--- src/rtl/noc_pkg.sv ---
// Shared NoC definitions: flit type codes, output port indices, requester FSM states.
package noc_pkg;

    localparam int unsigned NPORTS = 5;
    localparam int unsigned PORT_W = 3;

    localparam logic [PORT_W-1:0] P_LOCAL = 3'd0;
    localparam logic [PORT_W-1:0] P_NORTH = 3'd1;
    localparam logic [PORT_W-1:0] P_EAST  = 3'd2;
    localparam logic [PORT_W-1:0] P_SOUTH = 3'd3;
    localparam logic [PORT_W-1:0] P_WEST  = 3'd4;

    localparam logic [1:0] FT_BODY     = 2'b00;
    localparam logic [1:0] FT_HEAD     = 2'b01;
    localparam logic [1:0] FT_TAIL     = 2'b10;
    localparam logic [1:0] FT_HEADTAIL = 2'b11;

    typedef enum logic [1:0] {
        ST_IDLE = 2'd0,
        ST_REQ  = 2'd1,
        ST_SEND = 2'd2
    } state_t;

    // Head and head+tail both open a packet.
    function automatic logic is_head(input logic [1:0] ftype);
        return (ftype == FT_HEAD) || (ftype == FT_HEADTAIL);
    endfunction

    // Tail and head+tail both close a packet.
    function automatic logic is_tail(input logic [1:0] ftype);
        return (ftype == FT_TAIL) || (ftype == FT_HEADTAIL);
    endfunction

endpackage

--- src/rtl/flit_fifo.sv ---
// Input flit buffer: wrap-bit pointers, no read-through, full blocks writes even while popping.
module flit_fifo #(
    parameter int unsigned FLIT_W = 16,
    parameter int unsigned DEPTH  = 4
) (
    input  logic              clk,
    input  logic              rst,
    input  logic              push,
    input  logic [FLIT_W-1:0] wdata,
    input  logic              pop,
    output logic [FLIT_W-1:0] rdata,
    output logic              full,
    output logic              empty
);

    localparam int unsigned AW = $clog2(DEPTH);
    localparam int unsigned PW = AW + 1;

    logic [PW-1:0]     wr_ptr;
    logic [PW-1:0]     rd_ptr;
    logic [FLIT_W-1:0] mem [DEPTH];
    logic              do_push;
    logic              do_pop;

    assign empty   = (wr_ptr == rd_ptr);
    assign full    = (wr_ptr[AW] != rd_ptr[AW]) && (wr_ptr[AW-1:0] == rd_ptr[AW-1:0]);
    assign do_push = push && !full;
    assign do_pop  = pop && !empty;
    assign rdata   = mem[rd_ptr[AW-1:0]];

    // Pointer update; the extra MSB distinguishes full from empty.
    always_ff @(posedge clk or posedge rst) begin
        if (rst) begin
            wr_ptr <= '0;
            rd_ptr <= '0;
        end else begin
            if (do_push) wr_ptr <= wr_ptr + PW'(1);
            if (do_pop)  rd_ptr <= rd_ptr + PW'(1);
        end
    end

    // Storage write; contents need no reset since the pointers define validity.
    always_ff @(posedge clk) begin
        if (do_push) mem[wr_ptr[AW-1:0]] <= wdata;
    end

endmodule

--- src/rtl/input_port_requester.sv ---
// Router input port: buffers flits, XY-routes heads, requests an output arbiter and streams packets.
module input_port_requester
    import noc_pkg::*;
#(
    parameter int unsigned FLIT_W  = 16,
    parameter int unsigned COORD_W = 3,
    parameter int unsigned DEPTH   = 4,
    parameter int unsigned CUR_X   = 0,
    parameter int unsigned CUR_Y   = 0
) (
    input  logic              clk,
    input  logic              rst,
    input  logic              in_valid,
    input  logic [FLIT_W-1:0] in_flit,
    output logic              in_ready,
    output logic [NPORTS-1:0] req_out,
    input  logic [NPORTS-1:0] gnt_in,
    output logic              out_valid,
    output logic [FLIT_W-1:0] out_flit,
    output logic [PORT_W-1:0] out_port,
    output logic              drop_err
);

    localparam logic [COORD_W-1:0] CX = COORD_W'(CUR_X);
    localparam logic [COORD_W-1:0] CY = COORD_W'(CUR_Y);

    state_t              state, state_n;
    logic [PORT_W-1:0]   sel, sel_n;
    logic [PORT_W-1:0]   route;
    logic                fifo_pop;
    logic                fifo_full;
    logic                fifo_empty;
    logic [FLIT_W-1:0]   head_flit;
    logic [1:0]          head_type;
    logic [COORD_W-1:0]  dest_x;
    logic [COORD_W-1:0]  dest_y;
    logic                gnt_sel;

    flit_fifo #(
        .FLIT_W (FLIT_W),
        .DEPTH  (DEPTH)
    ) u_fifo (
        .clk   (clk),
        .rst   (rst),
        .push  (in_valid),
        .wdata (in_flit),
        .pop   (fifo_pop),
        .rdata (head_flit),
        .full  (fifo_full),
        .empty (fifo_empty)
    );

    assign in_ready  = !fifo_full;
    assign out_flit  = head_flit;
    assign out_port  = sel;
    assign head_type = head_flit[FLIT_W-1 -: 2];
    assign dest_x    = head_flit[2*COORD_W-1 -: COORD_W];
    assign dest_y    = head_flit[COORD_W-1:0];
    assign gnt_sel   = gnt_in[sel];

    // XY routing: resolve X first, then Y, else deliver locally.
    always_comb begin
        route = P_LOCAL;
        if (dest_x > CX)      route = P_EAST;
        else if (dest_x < CX) route = P_WEST;
        else if (dest_y > CY) route = P_NORTH;
        else if (dest_y < CY) route = P_SOUTH;
    end

    // State and selected-output registers.
    always_ff @(posedge clk or posedge rst) begin
        if (rst) begin
            state <= ST_IDLE;
            sel   <= P_LOCAL;
        end else begin
            state <= state_n;
            sel   <= sel_n;
        end
    end

    // Next-state and request/transfer decode; the grant cycle already carries the head flit.
    always_comb begin
        state_n   = state;
        sel_n     = sel;
        fifo_pop  = 1'b0;
        drop_err  = 1'b0;
        out_valid = 1'b0;
        req_out   = '0;
        unique case (state)
            ST_IDLE: begin
                // Grants are ignored here: the previous packet's grant may still be high.
                if (!fifo_empty) begin
                    if (is_head(head_type)) begin
                        sel_n   = route;
                        state_n = ST_REQ;
                    end else begin
                        fifo_pop = 1'b1;
                        drop_err = 1'b1;
                    end
                end
            end
            ST_REQ: begin
                req_out = NPORTS'(1) << sel;
                if (gnt_sel) begin
                    out_valid = !fifo_empty;
                    fifo_pop  = out_valid;
                    state_n   = (out_valid && is_tail(head_type)) ? ST_IDLE : ST_SEND;
                end
            end
            ST_SEND: begin
                req_out   = NPORTS'(1) << sel;
                out_valid = gnt_sel && !fifo_empty;
                fifo_pop  = out_valid;
                if (out_valid && is_tail(head_type)) state_n = ST_IDLE;
            end
            default: begin
                state_n = ST_IDLE;
            end
        endcase
    end

endmodule

--- config.mk ---
export PLATFORM = sky130hd
export DESIGN_NAME = input_port_requester
export DESIGN_NICKNAME = d
export VERILOG_FILES = /design/src/rtl/noc_pkg.sv /design/src/rtl/flit_fifo.sv /design/src/rtl/input_port_requester.sv
export SDC_FILE = /design/constraint.sdc
export NUM_CORES = 1
export LEC_CHECK = 0
export ABC_AREA = 1
export CORE_ASPECT_RATIO = 0.7
export CORE_MARGIN = 2
export CORE_UTILIZATION = 53
export DETAILED_ROUTE_END_ITERATION = 10
export GPL_TIMING_DRIVEN = 0
export PLACE_DENSITY_LB_ADDON = 0.25
export SKIP_CTS_REPAIR_TIMING = 1
export SLEW_MARGIN = 25
export SYNTH_ARGS = -nofsm -noshare
export SYNTH_HDL_FRONTEND = slang
export SYNTH_SLANG_ARGS = --single-unit
--- constraint.sdc ---
create_clock -name clk -period 2.52 [get_ports clk]
set_clock_uncertainty 0.05 [all_clocks]
set_input_delay 0.378 -clock clk [delete_from_list [all_inputs] [get_ports clk]]
set_output_delay 0.378 -clock clk [all_outputs]
set_load 0.02 [all_outputs]
# == After elaboration in Yosys (flattened, before gate mapping) ==
# Memory sizes are Yosys's and may differ from the RTL's.
# Index checks and enable logic that the tools add are counted.
# word_totals
regBits,11
latchBits,0
ram_bits,64
mem_bits_ro,0
inputBits,24
word_cells,61
n_memories,1
# op_classes
add_sub_neg,2
n_mul,0
div,0
order_cmp,5
n_eq_ne,12
n_shift,1
n_mux,21
n_bitwise,1
n_reduce_logical,14
# mem_list
memory,words,word_bits,read_ports,rd_ports_with_merged_regs,write_ports,line,text
u_fifo.mem,4,16,1,0,1,flit_fifo.sv:21,logic [FLIT_W-1:0] mem [DEPTH];
# ops
op,count
2-bit 2-to-1 mux,7
2-bit != test (second input constant),4
1-bit 2-to-1 mux,7
3-bit by 1-bit adder with 3-bit output (second input constant),2
2-bit equality test (second input constant),3
3-bit by 1-bit greater-than comparator with 1-bit output (second input constant),2
1-bit logical AND,6
3-bit by 1-bit less-than comparator with 1-bit output (second input constant),2
3-bit 2-to-1 mux,2
2-bit case mux with 3 select lines,1
5-bit 2-to-1 mux,1
1-bit by 3-bit << shifter with 5-bit output (first input constant),1
2-bit by 1-bit equality test with 1-bit output (second input constant),2
3-bit by 4-bit less-than comparator with 1-bit output (second input constant),1
4-bit AND reduction,1
1-bit binary-select mux with 3-bit select,1
3-bit equality test,1
1-bit case mux with 3 select lines,1
3-bit AND reduction,1
2-bit equality test,1
1-bit zero test,2
2-bit zero test,1
1-bit logical OR,2
1-bit case mux with 2 select lines,1
3 further kinds,3

# == Depth between registers and ports, before layout ==
# An unclocked memory read counts as a cell.
# logic_depth
word_depth,7
ltp_mapped,11

# == By module ==
# A second synthesis with hierarchy kept.
# hier_totals
cells_unflattened,276
area_unflattened_um2,3239.4
# by_module_without_submodules
module,n_inst,cells_per_inst,area_each_um2,seq_area_each_um2
flit_fifo,1,217,2839.0,2072.0
input_port_requester,1,59,400.4,100.1

# == Worst setup path before layout ==
# No wires, ideal clock.
# synth_timing
path_type,flip-flop to flip-flop
startpoint,register u_fifo.rd_ptr[1]
endpoint,"memory u_fifo.mem[0][0], enable pin"
setup_time_ps,389
arrival_ps,1696
required_time_ps,2081
slack_ps,385
path_stages_with_launch,7
path_buffers,1
cell_sequence,dfrtp_1 > buf_4 > nand2_1 > nand2_2 > nand4_2 > nand2_4 > nor2_1
# synth_via
elab_chain_len,6
# synth_lines
element,line,text
from (decl),flit_fifo.sv:20,logic [PW-1:0] rd_ptr;
from (signal assigned),flit_fifo.sv:38,if (do_pop) rd_ptr <= rd_ptr + PW'(1);
2-bit equality test,flit_fifo.sv:26,assign full = (wr_ptr[AW] != rd_ptr[AW]) && (wr_ptr[AW-1:0] == rd_ptr[AW-1:0]);
1-bit logical AND,flit_fifo.sv:26,
1-bit zero test,--,
named net in_ready,input_port_requester.sv:15,"output logic in_ready,"
1-bit logical AND,flit_fifo.sv:27,assign do_push = push && !full;
1-bit 2-to-1 mux,flit_fifo.sv:44,if (do_push) mem[wr_ptr[AW-1:0]] <= wdata;
1-bit 2-to-1 mux (implied by the code),flit_fifo.sv:44,
to (decl),flit_fifo.sv:21,
# The timed path passes the listed nets, and every way through them passes these cells.

# == Worst setup path after layout ==
# layout_timing
startpoint,register u_fifo.rd_ptr[1]
endpoint,output out_flit[2]
# layout_via
elab_chain_len,1
# layout_lines
element,line,text
memory read 4 x 16 bit,--,
to (decl),input_port_requester.sv:19,"output logic [FLIT_W-1:0] out_flit,"
# Every way passes these cells.

==> impl_metrics.toml <==
[worst_setup_path]
end_kind = "output pin"
crit_required_ps = 2090
reg2reg_depth = 7
cp_num_buf_inv = 4
worstPathArrival_ps = 2000
path_delay_family = "buffers and inverters"
slowest_delay_ps = 530
path_class = "reg -> out"
cp_cell_sequence = "inv_2 -> clkbuf_2 -> nand3_1 -> nand2_1 -> inv_1 -> clkdlybuf4s50_1"
cp_slowest_cell = "clkdlybuf4s50_1"
cp.depth = 6
critPathMaxFanout = 10
start_kind = "register"

[timing]
finalCritPeriodShare_pct = 96.36
fmax_mhz = 411.8
slew_violations = 0
finalSetupViolations = 0
final.min_clock_period_ps = 2428
rsz0062_at_grt = "no"
hold_viol_final = 0
hold_slack_ps = 279.0
worst_pin_slew_ps = 594.1
worst_slew_margin_rel_pct = 60.30

[synth]
yosysUniqueCellTypes = 31
synth_ff_type = "edfxtp_1"
synth_seq_cells = 74
post-synth-top-area-fraction_pct = 57.83
avgSynthCellArea_um2 = 11.27
synth_cells = 295
synth_area_leader_cell = "edfxtp_1"
synthArstFlopShare_pct = 13.51
synth_edf_count = 64
yosys-top-cells-area = "edfxtp_1, nand2_1, dfrtp_1"
synth_seq_area_share_pct = 65.36
synth_common_cells = "nand2_1, edfxtp_1, inv_1, nor2_1, nand3_1"
yosysMostFrequentCell = "nand2_1"
synth_warnings = 0
syn_area_um2 = 3323

[route]
viasPerCell = 5.096
drt-initial-drc-count = 120
wire_per_inst_um = 14.94
dr.pass1.iters = 4
wl_um = 6560
drcViolationCount = 0
vias = 2237
ant_nets = 0

[pwr]
p_leak_nw = 1.839
power_density_nw_per_um2 = 1248
clock_power_share_pct = 16.5
power.share.combinational_pct = 49.4
peakVddDrop_mv = 0.5562
seq_power_share_pct = 34.1
net-switching-power_mw = 2.119
swShare_pct = 40.74
intPower_mw = 3.082

[floorplan]
dieArea_um2 = 6930
die_y_um = 70.25
num_rows = 24
die_w_um = 98.65
top_level_ports = 51
core_area_um2 = 6156
initial_core_util_pct = 53.98

[global_routing]
overflow = 0
grt_pass1_vias = 2216
grt_max_degree = 18
antenna_found_initial = 0
track_usage_pct = 20.27
grt_first_pass_wirelength_um = 10500

[layout]
num_antenna_cells = 0
synthToLayoutAreaGrowth_pct = 25.45
fin_area_um2 = 4169
final_nets = 391
drive_above_1_share_pct = 14.13

[job]
max-cap-violations = 0

[place]
io_buffers = 47
place.gp.congestion = 0.7812
dpl-instance-area_um2 = 3940
dp_hpwl_um = 4669

[clock_tree]
htreeDepth = 3
clkLatencyLatePin_ps = 340
clockBufferDepth = 2
path_clk_slew_ps = 70
cts.sinks = 74
cts_tree = "built"
cts_root_buf = "clkbuf_8"
cts_buffers = 9

[outcome]
status = "completed"

[worst_hold_path]
worstHoldPathType = "in -> async"
==> cell usage in the layout, fill, tap and decap left out, drive strengths merged <==
| cell type | instances |
|---|---|
| edfxtp | 64 |
| nor2 | 27 |
| or2 | 1 |
| clkinvlp | 1 |
| conb | 2 |
| o21ai | 21 |
| buf | 12 |
| dlymetal6s2s | 16 |
| xor2 | 3 |
| ha | 10 |
| nand4 | 1 |
| clkdlybuf4s50 | 31 |
| o22ai | 9 |
| clkinv | 4 |
| o211ai | 1 |
| nor3 | 4 |
| inv | 28 |
| nand3 | 24 |
| nand2 | 76 |
| dfrtp | 10 |
| a21oi | 3 |
| bufinv | 1 |
| clkbuf | 12 |
==> worst paths after layout <==
path	slack [ps]	from	end
setup / recovery	90	u_fifo.rd_ptr[1]	out_flit[2]
hold / removal	280	rst	state[0]
setup reg to reg	470	u_fifo.rd_ptr[1]	u_fifo.mem[2][9]
hold reg to reg	450	u_fifo.wr_ptr[2]	u_fifo.wr_ptr[2]
max in group asynchronous	1850	rst	u_fifo.rd_ptr[2]
min in group clk	450	u_fifo.wr_ptr[2]	u_fifo.wr_ptr[2]
==> final cells by class <==
| cell class | count | area, um^2 |
|---|---|---|
| timing repair buffer | 50 | 548.0 |
| fill | 456 | 1987 |
| tap | 78 | 97.59 |
| inverter | 28 | 110.1 |
| multi-input combinational | 182 | 970.9 |
| sequential | 74 | 2172 |
| buffer | 12 | 87.58 |
| clock inverter | 6 | 58.81 |
| clock buffer | 9 | 123.9 |
==> logic make-up after synthesis <==
| group | count (synthesis) | synth area share [%] |
|---|---|---|
| AND/OR/NAND/NOR | 133 | 18.15 |
| buffers and inverters | 40 | 5.760 |
| adder cells (fa/ha/maj) | 10 | 3.765 |
| AO/OA/AOI/OAI | 34 | 6.062 |
| XOR/XNOR | 3 | 0.7908 |
| flip-flops | 74 | 65.36 |
| other | 1 | 0.1128 |
==> registers in the layout (all words and copies together), names as in the netlist <==
signal and flops:
state 2, u_fifo.rd_ptr 3, out_port 2, u_fifo.wr_ptr 3
u_fifo.mem 64
==> power groups by stage <==
stage	combinational (mW)	sequential [mW]	clock, mW
after global placement	2.51	1.80	0
after global routing	2.82	1.80	0.918
after CTS	2.63	1.77	0.868
after floorplan	1.64	1.78	0
after detailed placement	2.61	1.80	0
final	2.57	1.77	0.859
==> stage by stage <==
| stage | std cells | power (mW) | setup TNS, ps | worst slack [ps] | util, % |
|---|---|---|---|---|---|
| floorplan | 296 | 3.427 | 0 | 385.3 | - |
| global placement | 421 | 4.305 | -5480 | -177.0 | 63.27 |
| detailed placement | 424 | 4.411 | 0 | 59.80 | 64.00 |
| CTS | 439 | 5.268 | -2457 | -302.5 | 66.97 |
| global route | 439 | 5.537 | 0 | 15.52 | 67.72 |
| finish | 439 | 5.201 | 0 | 91.82 | 67.72 |
==> routing by layer <==
metal  track usage [%]  share of wire (%)  vias up
li1                  -                  -     1118
met1             27.81                 46     1055
met2             31.52                 47       56
met3             5.405                5.8        8
met4             7.306                1.2        0
met5                 0                  0        -
(Power assumes the default switching activity.)
